==> config.mk <==
export PLATFORM = sky130hd
export DESIGN_NAME = boron_job_scheduler
export DESIGN_NICKNAME = d
export VERILOG_FILES = /design/src/rtl/boron_pkg.sv /design/src/rtl/boron_rr_arbiter.sv /design/src/rtl/boron_job_scheduler.sv
export SDC_FILE = /design/constraint.sdc
export NUM_CORES = 1
export LEC_CHECK = 0
export CAP_MARGIN = 20
export CORE_AREA = 2 2 231 233
export DETAILED_ROUTE_END_ITERATION = 16
export DIE_AREA = 0 0 233 235
export PLACE_DENSITY = 0.5
export SLEW_MARGIN = 20
export SYNTH_ARGS = -nofsm -noshare
export SYNTH_HDL_FRONTEND = slang
export SYNTH_SLANG_ARGS = --single-unit
==> constraint.sdc <==
create_clock -name clk -period 1.83 [get_ports clk]
set_input_delay 0.2745 -clock clk [delete_from_list [all_inputs] [get_ports clk]]
set_output_delay 0.2745 -clock clk [all_outputs]
set_load 0.02 [all_outputs]
==> src/rtl/boron_pkg.sv <==
// Shared types and constants for the Boron job scheduler.
package boron_pkg;

  localparam int BORON_BLK_W = 64;
  localparam int BORON_KEY_W = 80;

  // Engine direction, carried from the request into the job registers
  typedef enum logic {
    ENC = 1'b0,
    DEC = 1'b1
  } boron_mode_e;

  // Scheduler FSM states
  typedef enum logic [2:0] {
    S_IDLE   = 3'd0,
    S_CLEAR  = 3'd1,
    S_LAUNCH = 3'd2,
    S_WAIT   = 3'd3,
    S_DONE   = 3'd4
  } sched_state_e;

  // Converts the raw request mode bit into the mode enum
  function automatic boron_mode_e to_mode(input logic i_bit);
    to_mode = i_bit ? DEC : ENC;
  endfunction

endpackage

==> src/rtl/boron_rr_arbiter.sv <==
// Round-robin arbiter: combinational pick starting one past the last
// granted requester, plus the last_grant register that moves on accept.
module boron_rr_arbiter #(
  parameter int NREQ = 2,
  parameter int ID_W = (NREQ > 1) ? $clog2(NREQ) : 1
) (
  input  logic            clk,
  input  logic            reset,
  input  logic [NREQ-1:0] i_req,
  input  logic            i_accept,
  output logic [NREQ-1:0] o_grant,
  output logic [ID_W-1:0] o_index,
  output logic            o_any
);

  logic [ID_W-1:0] r_last_grant;
  logic [NREQ-1:0] w_grant;
  logic [ID_W-1:0] w_index;
  logic            w_any;
  int              w_pos;

  // Search from last_grant+1 with wrap; first valid requester wins
  always_comb begin
    w_grant = '0;
    w_index = '0;
    w_any   = 1'b0;
    w_pos   = 0;
    for (int k = 1; k <= NREQ; k++) begin
      w_pos = int'(r_last_grant) + k;
      if (w_pos >= NREQ) begin
        w_pos = w_pos - NREQ;
      end else begin
        w_pos = w_pos;
      end
      if (!w_any && i_req[ID_W'(w_pos)]) begin
        w_grant[ID_W'(w_pos)] = 1'b1;
        w_index               = ID_W'(w_pos);
        w_any                 = 1'b1;
      end else begin
        w_any = w_any;
      end
    end
  end

  // Remember the winner; reset points at the last slot so requester 0 goes first
  always_ff @(posedge clk) begin
    if (reset) begin
      r_last_grant <= ID_W'(NREQ - 1);
    end else if (i_accept) begin
      r_last_grant <= w_index;
    end else begin
      r_last_grant <= r_last_grant;
    end
  end

  assign o_grant = w_grant;
  assign o_index = w_index;
  assign o_any   = w_any;

endmodule

==> src/rtl/boron_job_scheduler.sv <==
// Shares one Boron encrypt/decrypt engine between NREQ requesters.
// Each accepted job re-arms the engine (one-cycle reset), starts it, waits
// for the level finish flag or a timeout, and returns a tagged response.
module boron_job_scheduler
  import boron_pkg::*;
#(
  parameter int NREQ    = 2,
  parameter int TIMEOUT = 128,
  parameter int ID_W    = (NREQ > 1) ? $clog2(NREQ) : 1
) (
  input  logic                        clk,
  input  logic                        reset,
  input  logic [NREQ-1:0]             req_valid,
  output logic [NREQ-1:0]             req_ready,
  input  logic [NREQ-1:0]             req_mode,
  input  logic [NREQ*BORON_BLK_W-1:0] req_text,
  input  logic [NREQ*BORON_KEY_W-1:0] req_key,
  output logic                        eng_rst,
  output logic                        eng_start,
  output logic                        eng_mode,
  output logic [BORON_BLK_W-1:0]      eng_text,
  output logic [BORON_KEY_W-1:0]      eng_key,
  input  logic                        eng_fin,
  input  logic [BORON_BLK_W-1:0]      eng_result,
  output logic                        rsp_valid,
  input  logic                        rsp_ready,
  output logic [BORON_BLK_W-1:0]      rsp_data,
  output logic [ID_W-1:0]             rsp_id,
  output logic                        rsp_err,
  output logic                        busy,
  output logic [15:0]                 jobs_done
);

  localparam int CNT_W = $clog2(TIMEOUT) + 1;

  sched_state_e r_state;
  sched_state_e w_next_state;

  // Job registers hold the accepted request for the whole job
  boron_mode_e            r_job_mode;
  logic [BORON_BLK_W-1:0] r_job_text;
  logic [BORON_KEY_W-1:0] r_job_key;
  logic [ID_W-1:0]        r_job_id;

  logic [BORON_BLK_W-1:0] r_rsp_data;
  logic [ID_W-1:0]        r_rsp_id;
  logic                   r_rsp_err;
  logic [15:0]            r_jobs_done;
  logic [CNT_W-1:0]       r_cnt;

  logic [NREQ-1:0]        w_grant;
  logic [ID_W-1:0]        w_index;
  logic                   w_any;
  logic                   w_accept;
  logic                   w_idle_open;

  logic                   w_sel_mode;
  logic [BORON_BLK_W-1:0] w_sel_text;
  logic [BORON_KEY_W-1:0] w_sel_key;

  logic                   w_eng_clear;
  logic                   w_eng_start;
  logic                   w_cnt_clr;
  logic                   w_cnt_inc;
  logic                   w_cap_ok;
  logic                   w_cap_err;
  logic                   w_rsp_valid;
  logic                   w_rsp_fire;

  // Grants are only offered in IDLE and never while reset is high
  assign w_idle_open = (r_state == S_IDLE) && !reset;
  assign w_accept    = w_idle_open && w_any;
  assign req_ready   = w_idle_open ? w_grant : '0;

  boron_rr_arbiter #(
    .NREQ (NREQ),
    .ID_W (ID_W)
  ) u_arb (
    .clk      (clk),
    .reset    (reset),
    .i_req    (req_valid),
    .i_accept (w_accept),
    .o_grant  (w_grant),
    .o_index  (w_index),
    .o_any    (w_any)
  );

  // One-hot AND-OR mux of the granted requester's mode, text and key
  always_comb begin
    w_sel_mode = 1'b0;
    w_sel_text = '0;
    w_sel_key  = '0;
    for (int i = 0; i < NREQ; i++) begin
      w_sel_mode = w_sel_mode | (req_mode[i] & w_grant[i]);
      w_sel_text = w_sel_text | (req_text[i*BORON_BLK_W +: BORON_BLK_W] & {BORON_BLK_W{w_grant[i]}});
      w_sel_key  = w_sel_key  | (req_key[i*BORON_KEY_W +: BORON_KEY_W]  & {BORON_KEY_W{w_grant[i]}});
    end
  end

  // FSM state register
  always_ff @(posedge clk) begin
    if (reset) begin
      r_state <= S_IDLE;
    end else begin
      r_state <= w_next_state;
    end
  end

  // FSM next state and per-state control decode; eng_fin only matters in WAIT
  // because a stale finish from the previous job is still high elsewhere
  always_comb begin
    w_next_state = r_state;
    w_eng_clear  = 1'b0;
    w_eng_start  = 1'b0;
    w_cnt_clr    = 1'b0;
    w_cnt_inc    = 1'b0;
    w_cap_ok     = 1'b0;
    w_cap_err    = 1'b0;
    w_rsp_valid  = 1'b0;
    w_rsp_fire   = 1'b0;
    case (r_state)
      S_IDLE: begin
        if (w_accept) begin
          w_next_state = S_CLEAR;
        end else begin
          w_next_state = S_IDLE;
        end
      end
      S_CLEAR: begin
        w_eng_clear  = 1'b1;
        w_next_state = S_LAUNCH;
      end
      S_LAUNCH: begin
        w_eng_start  = 1'b1;
        w_cnt_clr    = 1'b1;
        w_next_state = S_WAIT;
      end
      S_WAIT: begin
        w_cnt_inc = 1'b1;
        if (eng_fin) begin
          w_cap_ok     = 1'b1;
          w_next_state = S_DONE;
        end else if (r_cnt == CNT_W'(TIMEOUT - 1)) begin
          w_cap_err    = 1'b1;
          w_next_state = S_DONE;
        end else begin
          w_next_state = S_WAIT;
        end
      end
      S_DONE: begin
        w_rsp_valid = 1'b1;
        if (rsp_ready) begin
          w_rsp_fire   = 1'b1;
          w_next_state = S_IDLE;
        end else begin
          w_next_state = S_DONE;
        end
      end
      default: begin
        w_next_state = S_IDLE;
      end
    endcase
  end

  // Latch the granted request on the accept cycle
  always_ff @(posedge clk) begin
    if (reset) begin
      r_job_mode <= ENC;
      r_job_text <= '0;
      r_job_key  <= '0;
      r_job_id   <= '0;
    end else if (w_accept) begin
      r_job_mode <= to_mode(w_sel_mode);
      r_job_text <= w_sel_text;
      r_job_key  <= w_sel_key;
      r_job_id   <= w_index;
    end else begin
      r_job_mode <= r_job_mode;
      r_job_text <= r_job_text;
      r_job_key  <= r_job_key;
      r_job_id   <= r_job_id;
    end
  end

  // Timeout counter: cleared in LAUNCH, counts every WAIT cycle
  always_ff @(posedge clk) begin
    if (reset) begin
      r_cnt <= '0;
    end else if (w_cnt_clr) begin
      r_cnt <= '0;
    end else if (w_cnt_inc) begin
      r_cnt <= r_cnt + CNT_W'(1);
    end else begin
      r_cnt <= r_cnt;
    end
  end

  // Response registers load on leaving WAIT and hold through DONE
  always_ff @(posedge clk) begin
    if (reset) begin
      r_rsp_data <= '0;
      r_rsp_id   <= '0;
      r_rsp_err  <= 1'b0;
    end else if (w_cap_ok) begin
      r_rsp_data <= eng_result;
      r_rsp_id   <= r_job_id;
      r_rsp_err  <= 1'b0;
    end else if (w_cap_err) begin
      r_rsp_data <= '0;
      r_rsp_id   <= r_job_id;
      r_rsp_err  <= 1'b1;
    end else begin
      r_rsp_data <= r_rsp_data;
      r_rsp_id   <= r_rsp_id;
      r_rsp_err  <= r_rsp_err;
    end
  end

  // Completed-response counter, wraps at 16 bits
  always_ff @(posedge clk) begin
    if (reset) begin
      r_jobs_done <= '0;
    end else if (w_rsp_fire) begin
      r_jobs_done <= r_jobs_done + 16'd1;
    end else begin
      r_jobs_done <= r_jobs_done;
    end
  end

  assign eng_rst   = reset | w_eng_clear;
  assign eng_start = w_eng_start;
  assign eng_mode  = r_job_mode;
  assign eng_text  = r_job_text;
  assign eng_key   = r_job_key;
  assign rsp_valid = w_rsp_valid;
  assign rsp_data  = r_rsp_data;
  assign rsp_id    = r_rsp_id;
  assign rsp_err   = r_rsp_err;
  assign busy      = (r_state != S_IDLE);
  assign jobs_done = r_jobs_done;

endmodule

==> summary.md, run 1 <==
| Metric | Value |
|---|---|
| Status | finished, violations left |
| Failing checks | negative setup slack |
| Synth top cells by count | dfxtp_1, nand2_1, a21oi_1, nand3_1, clkbuf_1 |
| Clock Tree Buf Depth | 3 |
| Num CTS Buffers | 29 |
| Vias per cell | between 4 and 5 |
| Ys async rst share | 0 |
| M3 GR Usage | 0.0468 |
| Final Hold Viols | 0 |
| DRC viols | 0 |
| Fin crit period | 1.84 ns |
| Hpwl dp | ~25 mm |
| Hold_ws | 0.122 ns |
| Mean post-synth cell area | a little over 8 um2 |
| Total congestion overflow | 0 |
| Main flop type after synthesis | dfxtp_1 |
| Seq. cell area | around 4800 um2 |
| Area growth syn-to-layout | 79.5% |
| Flops & latches, synth | 240 |
| Leakage | approximately 7 nW |
| Max H-tree Level | 1 |
| Synth Instances | ~1100 |
| Avg WL per Cell | between 15 and 20 um |
| DRT iter0 DRCs | ~330 |
| Worst setup margin | -0.00907 ns |
| Critical Path Slowest Stage Cell | dfxtp_2 |
| Setup tns final | -0.00907 ns |
| Worst EP arrival | approximately 1.6 ns |
| DRT Pass-1 Iters | 4 |
| Port Buf Inserts | ~450 |
| Skew-Pair Late Insertion Delay | ~0.55 ns |
| N_diodes | 0 |
| CP Capture Type | primary output |
| Biggest area consumer among synthesized cells | dfxtp_1 |
| Crit path max fanout | 4 |
| Row Count | 84 |
| Worst VDD drop | roughly 0.69 mV |
| Busiest grt layer | met2 |
| Antenna-violating nets left | 0 |
| FILL cells | 5554 |
| Share of layout cells above drive strength 1 | 0.121 |
| Crit path buf inv count | 2 |
| First-pass GRT wire length | about 52 mm |
| Post-synth net total | between 1000 and 1500 |
| Final nets | around 1900 |
| Met2 usage | 0.194 |
| M1 GR Usage | 0.146 |
| Actual slew at the worst max-slew pin | approximately 0.58 ns |
| CTS sink cnt | between 200 and 250 |
| Vias | about 9500 |
| PwrDens | between 800 and 900 nW/um2 |
| Sequential fraction of the synthesis area | 0.539 |
| Total track usage | 0.119 |
| Share of the synthesized area in the top cell type | 0.539 |
| Gp weighted congestion | about 0.76 |
| Top-count cell post-synth | dfxtp_1 |
| Rel. slew slack | 0.610 |
| IO Count | 593 |
| Kind of critical path | flop to primary output |
| Req. time, crit path | 1.56 ns |
| Die area | 54800 um2 |
| MaxCap Viol Count | 0 |
| RSZ-0062 raised after global routing | true |
| CTS Root Cell | clkbuf_16 |
| Fmax | 0.544 GHz |
| Hold Crit Class | input pin to flop |
| Vias in the first global route | ~9200 |
| Multi-input logic area | between 3000 and 4000 um2 |
| Slowest cell delay on critical path | approximately 0.35 ns |
| Count of final setup violators | 1 |
| Ranking of synthesized cells by area | dfxtp_1, a21oi_1, nand2_1 |
| Cell area after synthesis | between 8000 and 9000 um2 |
| Initial Util | 0.171 |
| Die extent in x | approximately 230 um |
| Setup Skew | 0.00793 ns |
| Initial antenna violation count | 1 |
| Startpoint types | flop |
| Clk pin slew, worst setup/hold paths | 0.06 ns |
| Final Max Tran Viols | 0 |
| Pin count of the biggest net entering global routing | 100 |
| CTS tree | built |
| Cell family contributing the most delay on the critical path | simple AND/OR/NAND/NOR gates |
| Yosys warns | 0 |
| Crit-path cells | nor3_4 -> buf_6 -> nand2_4 -> nor3b_2 -> buf_4 |
| Crit share post-route | 1.00 |
| Total wire length | 36.1 mm |
| Die Span Y | around 240 um |
| Cell variety after synth | 39 |
| Core area | roughly 52000 um2 |
| Post-synth EDFFs | 0 |
## cell usage in the layout (no fill, tap or decap), types with 25 or more instances in the layout
cell and count:
a21oi_1 194, dfxtp_1 234, dlygate4sd2_1 72, dlymetal6s2s_1 65, nand2_1 222, buf_4 54
clkbuf_16 37, clkdlybuf4s50_1 302, nor2_1 25, o21ai_0 62, nand3_1 144, a21oi_2 25
## what timing repair did
action / 4_1_cts / 5_1_grt
gates resized for setup: 104 / 123
pin swaps: 0 / 91
buffers inserted: 2 / 6
hold endpoints to repair: 0 / 0
hold buffers: 0 / 0
setup endpoints to repair: 77 / 223
cloned: 0 / 10
## metal layers
layer / vias up / part of all wire
li1: 4666 / -
met1: 4421 / 0.42
met2: 349 / 0.46
met3: 40 / 0.097
met4: 2 / 0.021
met5: - / 0.00033
## cell type report
| class | count | area share |
|---|---|---|
| repair buffers | 528 | 0.345 |
| flip-flops and latches | 240 | 0.302 |
| multi-input cells | 758 | 0.242 |
| well taps | 688 | 0.0538 |
| clock buffers | 40 | 0.0511 |
| clock inverters | 9 | 0.00446 |
| inverters | 6 | 0.00141 |
## tightest hold or removal path: cells and delay by family
| kind | cells | cell delay, ns |
|---|---|---|
| buf+inv | 2 | 0.30 |
| compound gates | 1 | 0.05 |
## metrics by stage
step | worst slack (ns) | utilization | instance area, um2 | instances | power [W]
floorplan | 0.0141 | - | 8930 | 1106 | 0.00697
global placement | -0.242 | 0.278 | 14500 | 2202 | 0.00849
detailed placement | -0.264 | 0.278 | 14500 | 2202 | 0.00851
CTS | -0.101 | 0.293 | 15300 | 2253 | 0.0141
global route | -0.138 | 0.306 | 16000 | 2269 | 0.0147
finish | -0.00907 | 0.306 | 16000 | 2269 | 0.0141
## path summary, 6_finish.rpt
check        slack (ns)                        end  cells after the start                     from
min reg2reg        0.45    eng_key[7]$_SDFFE_PP0P_                      2  eng_key[7]$_SDFFE_PP0P_
min                0.12  jobs_done[1]$_SDFFE_PP0P_                      3                    reset
max              -0.009               req_ready[0]                      5    r_state[1]$_SDFF_PP0_
max reg2reg        0.02    eng_key[6]$_SDFFE_PP0P_                      9    r_state[1]$_SDFF_PP0_
## power breakdown
part           internal (W)  leakage [nW]  total (W)  switching (W)
combinational       0.00139          4.50    0.00288        0.00149
clock               0.00322         0.446    0.00551        0.00229
sequential          0.00552          1.95    0.00568       0.000166
total                0.0101          6.90     0.0141        0.00395
## registers in the layout, indices dropped and copies added (netlist names)
| signal | count |
|---|---|
| eng_text | 64 |
| rsp_data | 64 |
| r_job_id | 1 |
| rsp_id | 1 |
| jobs_done | 16 |
| eng_key | 80 |
| rsp_err | 1 |
| eng_mode | 1 |
| r_state | 3 |
| r_cnt | 8 |
| u_arb.r_last_grant | 1 |
## logic make-up (layout without fill, tap and decap cells)
family | after synthesis | after routing | share of synthesized area
AND/OR/NAND/NOR | 443 | 444 | 0.222
AO/OA/AOI/OAI | 294 | 294 | 0.169
flip-flops | 240 | 240 | 0.539
buffers and inverters | 109 | 583 | 0.0497
XOR/XNOR | 16 | 16 | 0.0157
adder cells (fa/ha/maj) | 2 | 2 | 0.00281
other | 1 | 1 | 0.000421
multiplexers | 1 | 1 | 0.00126
No activity file was read; power rests on OpenSTA's default activity.
==> run 2, diff against run 1 <==
SKIP_LAST_GASP = 1   (was default)
==> run 2 against run 1 <==
The flow still finishes with violations (negative setup slack). Largest cell class unchanged. Worst hold slack lost 0.00070 ns. Clock skew decreased by 0.0014 ns. Fmax barely moved. Critical endpoint unchanged. Sequential power hardly changed. Critical path type unchanged. Final area decreased by 0.18%. Final cell count unchanged. Critical path depth is the same.
==> summary.md, run 2 (same netlist as run 1, synthesis figures left out) <==
| Metric | Value |
|---|---|
| Status | finished, violations left |
| Failing checks | negative setup slack |
| Final Hold Viols | 0 |
| Initial Util | 0.171 |
| Pin count of the biggest net entering global routing | 100 |
| Worst r2r dst | eng_key[6]$_SDFFE_PP0P_ |
| Gp weighted congestion | about 0.76 |
| Setup Skew | around 0.0066 ns |
| CP Capture Type | primary output |
| Placed Area | between 10000 and 15000 um2 |
| First-pass GRT wire length | roughly 52 mm |
| Clock Tree Buf Depth | 3 |
| RSZ-0062 raised after global routing | true |
| Actual slew at the worst max-slew pin | around 0.57 ns |
| PwrDens | 881 nW/um2 |
| DRC viols | 0 |
| Crit path buf inv count | 2 |
| Row Count | 84 |
| DRT Pass-1 Iters | 4 |
| N_diodes | 0 |
| Vias in the first global route | between 9000 and 10000 |
| CTS tree | built |
| CTS Root Cell | clkbuf_16 |
| Place WS | -0.264 ns |
| Commonest non-fill, non-tap cell in the layout | clkdlybuf4s50_1 |
| Max FFs per register | 80 |
| Req. time, crit path | approximately 1.6 ns |
| Cell family contributing the most delay on the critical path | simple AND/OR/NAND/NOR gates |
| Worst Setup SP | r_state[1]$_SDFF_PP0_ |
| Fmax | 0.544 GHz |
| Stages on the worst setup path | 5 |
| Final Max Tran Viols | 0 |
| R2R cell count | 9 |
| Crit path max fanout | 4 |
| MaxCap Viol Count | 0 |
| Die area | ~55000 um2 |
| Area growth syn-to-layout | 79.2% |
| Highest-count cells in the layout ignoring fill and taps | clkdlybuf4s50_1, dfxtp_1, nand2_1, a21oi_1, nand3_1 |
| Die extent in x | 233 um |
| Core area | approximately 52000 um2 |
| Worst setup margin | -0.00833 ns |
| Fin crit period | about 1.8 ns |
| Num CTS Buffers | 29 |
| Rel. slew slack | 0.623 |
| Crit-path cells | nor3_4 -> buf_6 -> nand2_4 -> nor3b_2 -> buf_4 |
| Skew-Pair Late Insertion Delay | 0.55 ns |
| Final nets | about 1900 |
| Hold Crit Class | input pin to flop |
| CTS sink cnt | 240 |
| Slowest cell delay on critical path | roughly 0.35 ns |
| Die Span Y | around 240 um |
| Reg2reg setup slack | 0.01 ns |
| Startpoint types | flop |
| Total congestion overflow | 0 |
| FILL cells | 5561 |
| Hpwl dp | roughly 25 mm |
| Critical R2R Launch | r_state[1]$_SDFF_PP0_ |
| Max H-tree Level | 1 |
| Share of layout cells above drive strength 1 | 0.117 |
| Initial antenna violation count | 1 |
| Vias | between 9000 and 10000 |
| Crit share post-route | 1.00 |
| Count of final setup violators | 1 |
| Total track usage | 0.119 |
| Antenna-violating nets left | 0 |
| Critical Path Slowest Stage Cell | dfxtp_2 |
| Final Cell Area | between 15000 and 20000 um2 |
| Avg WL per Cell | between 15 and 20 um |
| Hold_ws | roughly 0.12 ns |
| IO Count | ~600 |
| End point of the critical path | req_ready[0] |
| Worst VDD drop | 0.693 mV |
| Leakage | between 6 and 7 nW |
| DRT iter0 DRCs | between 300 and 400 |
| Port Buf Inserts | around 450 |
| Kind of critical path | flop to primary output |
| Vias per cell | about 4.2 |
| Clk pin slew, worst setup/hold paths | 0.06 ns |
| Worst EP arrival | roughly 1.6 ns |
| Total wire length | between 30 and 40 mm |
## run 2: stage by stage
step / setup TNS [ns] / util / instances / power (W)
6_report: -0.00833 / 0.306 / 2269 / 0.0141
4_1_cts: -0.128 / 0.293 / 2253 / 0.0141
5_1_grt: -5.54 / 0.306 / 2269 / 0.0147
3_5_place_dp: -6.69 / 0.278 / 2202 / 0.00851
3_3_place_gp: -4.28 / 0.278 / 2202 / 0.00849
2_1_floorplan: 0 / - / 1106 / 0.00697
## run 2: layer usage
metal	up-vias	share of wire	global-route usage
met1	4415	0.42	0.146
met4	2	0.022	0.0295
met5	-	0.00033	0
met2	366	0.46	0.194
met3	44	0.098	0.0468
li1	4669	-	-
## run 2: worst min path at each step
stage | start | endpoint | slack (ns) | depth (start not counted)
after global routing | reset | jobs_done[0]$_SDFFE_PP0P_ | 0.12 | 3
after global placement | eng_key[31]$_SDFFE_PP0P_ | eng_key[31]$_SDFFE_PP0P_ | 0.44 | 2
final | reset | jobs_done[1]$_SDFFE_PP0P_ | 0.12 | 3
after detailed placement | eng_key[71]$_SDFFE_PP0P_ | eng_key[71]$_SDFFE_PP0P_ | 0.44 | 2
after CTS | reset | jobs_done[1]$_SDFFE_PP0P_ | 0.08 | 3
after floorplan | eng_result[0] | rsp_data[0]$_SDFFE_PP0P_ | 0.41 | 2
## run 2: final cells by class
type / count / area (um2) / area share
well taps: 688 / 861 / 0.0539
clock inverters: 9 / 71.3 / 0.00447
flip-flops and latches: 240 / 4820 / 0.302
inverters: 6 / 22.5 / 0.00141
repair buffers: 528 / 5520 / 0.346
multi-input cells: 758 / 3850 / 0.241
clock buffers: 40 / 817 / 0.0512
## run 2: timing repair
item | CTS | global route
resized for setup | 102 | 118
endpoints found under the setup margin | 77 | 223
hold buffers | 0 | 0
pin swaps | 0 | 81
setup buffers | 2 | 6
cloned | 0 | 10
## run 2: where the power goes
group / total, W / internal (W) / switching [W]
combinational: 0.00287 / 0.00139 / 0.00148
clock: 0.00551 / 0.00322 / 0.00229
sequential: 0.00568 / 0.00552 / 0.000166
## run 2: worst min-delay path, cell delays in order
cell and delay (ns):
clkbuf_8 0.12, buf_4 0.18, a21oi_1 0.05
==> run 3, diff against run 2 <==
--- a/config.mk
+++ b/config.mk
@@ -11,5 +11,4 @@
 export DIE_AREA = 0 0 233 235
 export PLACE_DENSITY = 0.5
-export SKIP_LAST_GASP = 1
 export SLEW_MARGIN = 20
 export SYNTH_ARGS = -nofsm -noshare
==> constraint.sdc (replaced) <==
create_clock -name clk -period 1.83 [get_ports clk]
set_input_delay 0.366 -clock clk [delete_from_list [all_inputs] [get_ports clk]]
set_output_delay 0.366 -clock clk [all_outputs]
set_load 0.02 [all_outputs]
==> run 3 against run 2 <==
The flow still finishes with violations (negative setup slack). Sequential share of layout area increased by 1.3 points. Critical path type unchanged. Register-to-register slack got worse by 0.02 ns. First-iteration DRC count increased by 7.2%. Clock power increased by 5.8%. Fmax decreased by 6.9%. Utilization decreased by 1.3 points. Non-clock buffer count decreased by 28.
==> summary.md, run 3 (same netlist as run 1, synthesis figures left out) <==
| Metric | Value |
|---|---|
| Status | finished, violations left |
| Failing checks | negative setup slack |
| Clock Power Share | 0.416 |
| Port Buf Inserts | between 400 and 500 |
| Gp weighted congestion | 0.762 |
| Avg WL per Cell | roughly 15 um |
| Hold_ws | roughly 0.35 ns |
| PwrDens | about 920 nW/um2 |
| Vias per cell | roughly 4.2 |
| RSZ-0062 raised after global routing | true |
| Max H-tree Level | 1 |
| Hold path startpoint | eng_result[13] |
| CTS tree | built |
| IO Count | around 590 |
| Core area | approximately 52000 um2 |
| Die area | roughly 55000 um2 |
| Worst r2r dst | jobs_done[12]$_SDFFE_PP0P_ |
| Switching Share | 0.274 |
| Actual slew at the worst max-slew pin | between 0.7 and 0.8 ns |
| Rel. slew slack | 0.473 |
| Critical Path Slowest Stage Cell | dfxtp_1 |
| CTS sink cnt | 240 |
| FILL cells | 5638 |
| Fmax | slightly above 0.5 GHz |
| Max FFs per register | 80 |
| Worst VDD drop | between 0.8 and 0.9 mV |
| R2R cell count | 7 |
| Vias in the first global route | around 9400 |
| Worst Hold Endpoint | rsp_data[13]$_SDFFE_PP0P_ |
| Vias | 9360 |
| Die Span Y | between 200 and 250 um |
| Clk pin slew, worst setup/hold paths | roughly 0.06 ns |
| Final Hold Viols | 0 |
| Share of layout cells above drive strength 1 | 0.0887 |
| Crit path max fanout | 9 |
| DRT iter0 DRCs | ~340 |
| Total power | ~0.014 W |
| Die extent in x | 233 um |
| Count of final setup violators | 5 |
| Hpwl dp | 24.0 mm |
| Slowest cell delay on critical path | 0.38 ns |
| Combinational power share | 0.180 |
| Crit share post-route | 1.08 |
| MaxCap Viol Count | 0 |
| Total wire length | approximately 34 mm |
| Commonest non-fill, non-tap cell in the layout | dfxtp_1 |
| Initial Util | 0.171 |
| Seq. cell area | 4820 um2 |
| Met2 usage | 0.207 |
| Leakage | about 6.3 nW |
| CP Capture Type | primary output |
| Power Internal | slightly above 0.01 W |
| Final Core Density | 0.292 |
| Flop pwr share | 0.404 |
| Worst setup margin | -0.144 ns |
| First-pass GRT wire length | 52.8 mm |
| Critical R2R Launch | r_state[1]$_SDFF_PP0_ |
| CTS Root Cell | clkbuf_16 |
| Pin count of the biggest net entering global routing | 148 |
| Fin crit period | between 1.5 and 2 ns |
| Startpoint types | flop |
| Area growth syn-to-layout | 71.5% |
| Highest-count cells in the layout ignoring fill and taps | dfxtp_1, dlygate4sd2_1, nand2_1, a21oi_1, clkdlybuf4s50_1 |
| Final Max Tran Viols | 0 |
| Num CTS Buffers | 30 |
| Reg2reg setup slack | -0.01 ns |
| Antenna-violating nets left | 0 |
| DRT Pass-1 Iters | 6 |
| Hold Crit Class | input pin to flop |
| Crit-path cells | buf_4 -> nor3b_4 -> or2_4 -> buf_12 |
| Hold depth | 3 |
| Kind of critical path | flop to primary output |
| M1 GR Usage | 0.135 |
| Setup Skew | ~0.023 ns |
| Worst EP arrival | approximately 1.6 ns |
| Skew-Pair Late Insertion Delay | between 0.5 and 0.6 ns |
| Final nets | 1897 |
| M3 GR Usage | 0.0443 |
| Req. time, crit path | between 1 and 1.5 ns |
| Psw | ~0.0038 W |
| Total track usage | 0.120 |
| Total congestion overflow | 0 |
| Row Count | 84 |
| Clock Tree Buf Depth | 3 |
| DRC viols | 0 |
| Multi-input logic area | ~3800 um2 |
| Busiest grt layer | met2 |
| Initial antenna violation count | 4 |
[run 3: area by class of cell]
cell class	instances	area share
clock inverters	5	0.00401
well taps	688	0.0564
diodes	3	0.000492
repair buffers	500	0.314
flip-flops and latches	240	0.316
clock buffers	48	0.0602
inverters	6	0.00164
multi-input cells	757	0.248
[run 3: worst max-delay path: cells and delay by family (launching register included)]
| family | cells | cell delay [ns] |
|---|---|---|
| buf+inv | 2 | 0.35 |
| simple gates | 2 | 0.31 |
| flops | 1 | 0.38 |
[run 3: stage by stage]
step / setup slack, ns / TNS, ns / cell area [um2] / instances
detailed placement: -0.391 / -12.51 / 14400 / 2187
finish: -0.144 / -0.362 / 15300 / 2247
CTS: -0.250 / -0.889 / 15200 / 2243
global placement: -0.390 / -9.77 / 14400 / 2187
global route: -0.232 / -0.809 / 15300 / 2244
floorplan: 0.0141 / 0 / 8940 / 1106
[run 3: worst max path at each step]
stage	start	end	slack [ns]	cells after the start
2_1_floorplan	jobs_done[3]$_SDFFE_PP0P_	jobs_done[14]$_SDFFE_PP0P_	0.01	5
4_1_cts	r_state[1]$_SDFF_PP0_	eng_rst	-0.25	5
3_3_place_gp	req_valid[0]	req_ready[0]	-0.39	4
6_report	r_state[2]$_SDFF_PP0_	eng_rst	-0.14	4
3_5_place_dp	req_valid[0]	req_ready[0]	-0.39	4
5_1_grt	r_state[1]$_SDFF_PP0_	eng_rst	-0.23	5
[run 3: timing repair]
item,in CTS,in global routing
endpoints found under the hold margin,0,0
setup endpoints to repair,232,63
hold buffers,0,0
resized for setup,270,21
pin swaps,6,8
buffers inserted,4,2
[run 3: metal layers]
metal  share of wire  vias up
met3            0.10       52
met1            0.39     4346
li1                -     4619
met5         0.00046        -
met4           0.027        2
met2            0.48      341
[run 3: power by group through the flow]
stage | combinational, W | clock [W] | sequential, W
floorplan | 0.000876 | 0 | 0.00610
global placement | 0.00271 | 0 | 0.00577
detailed placement | 0.00271 | 0 | 0.00578
CTS | 0.00257 | 0.00606 | 0.00567
global route | 0.00275 | 0.00627 | 0.00570
finish | 0.00253 | 0.00583 | 0.00566
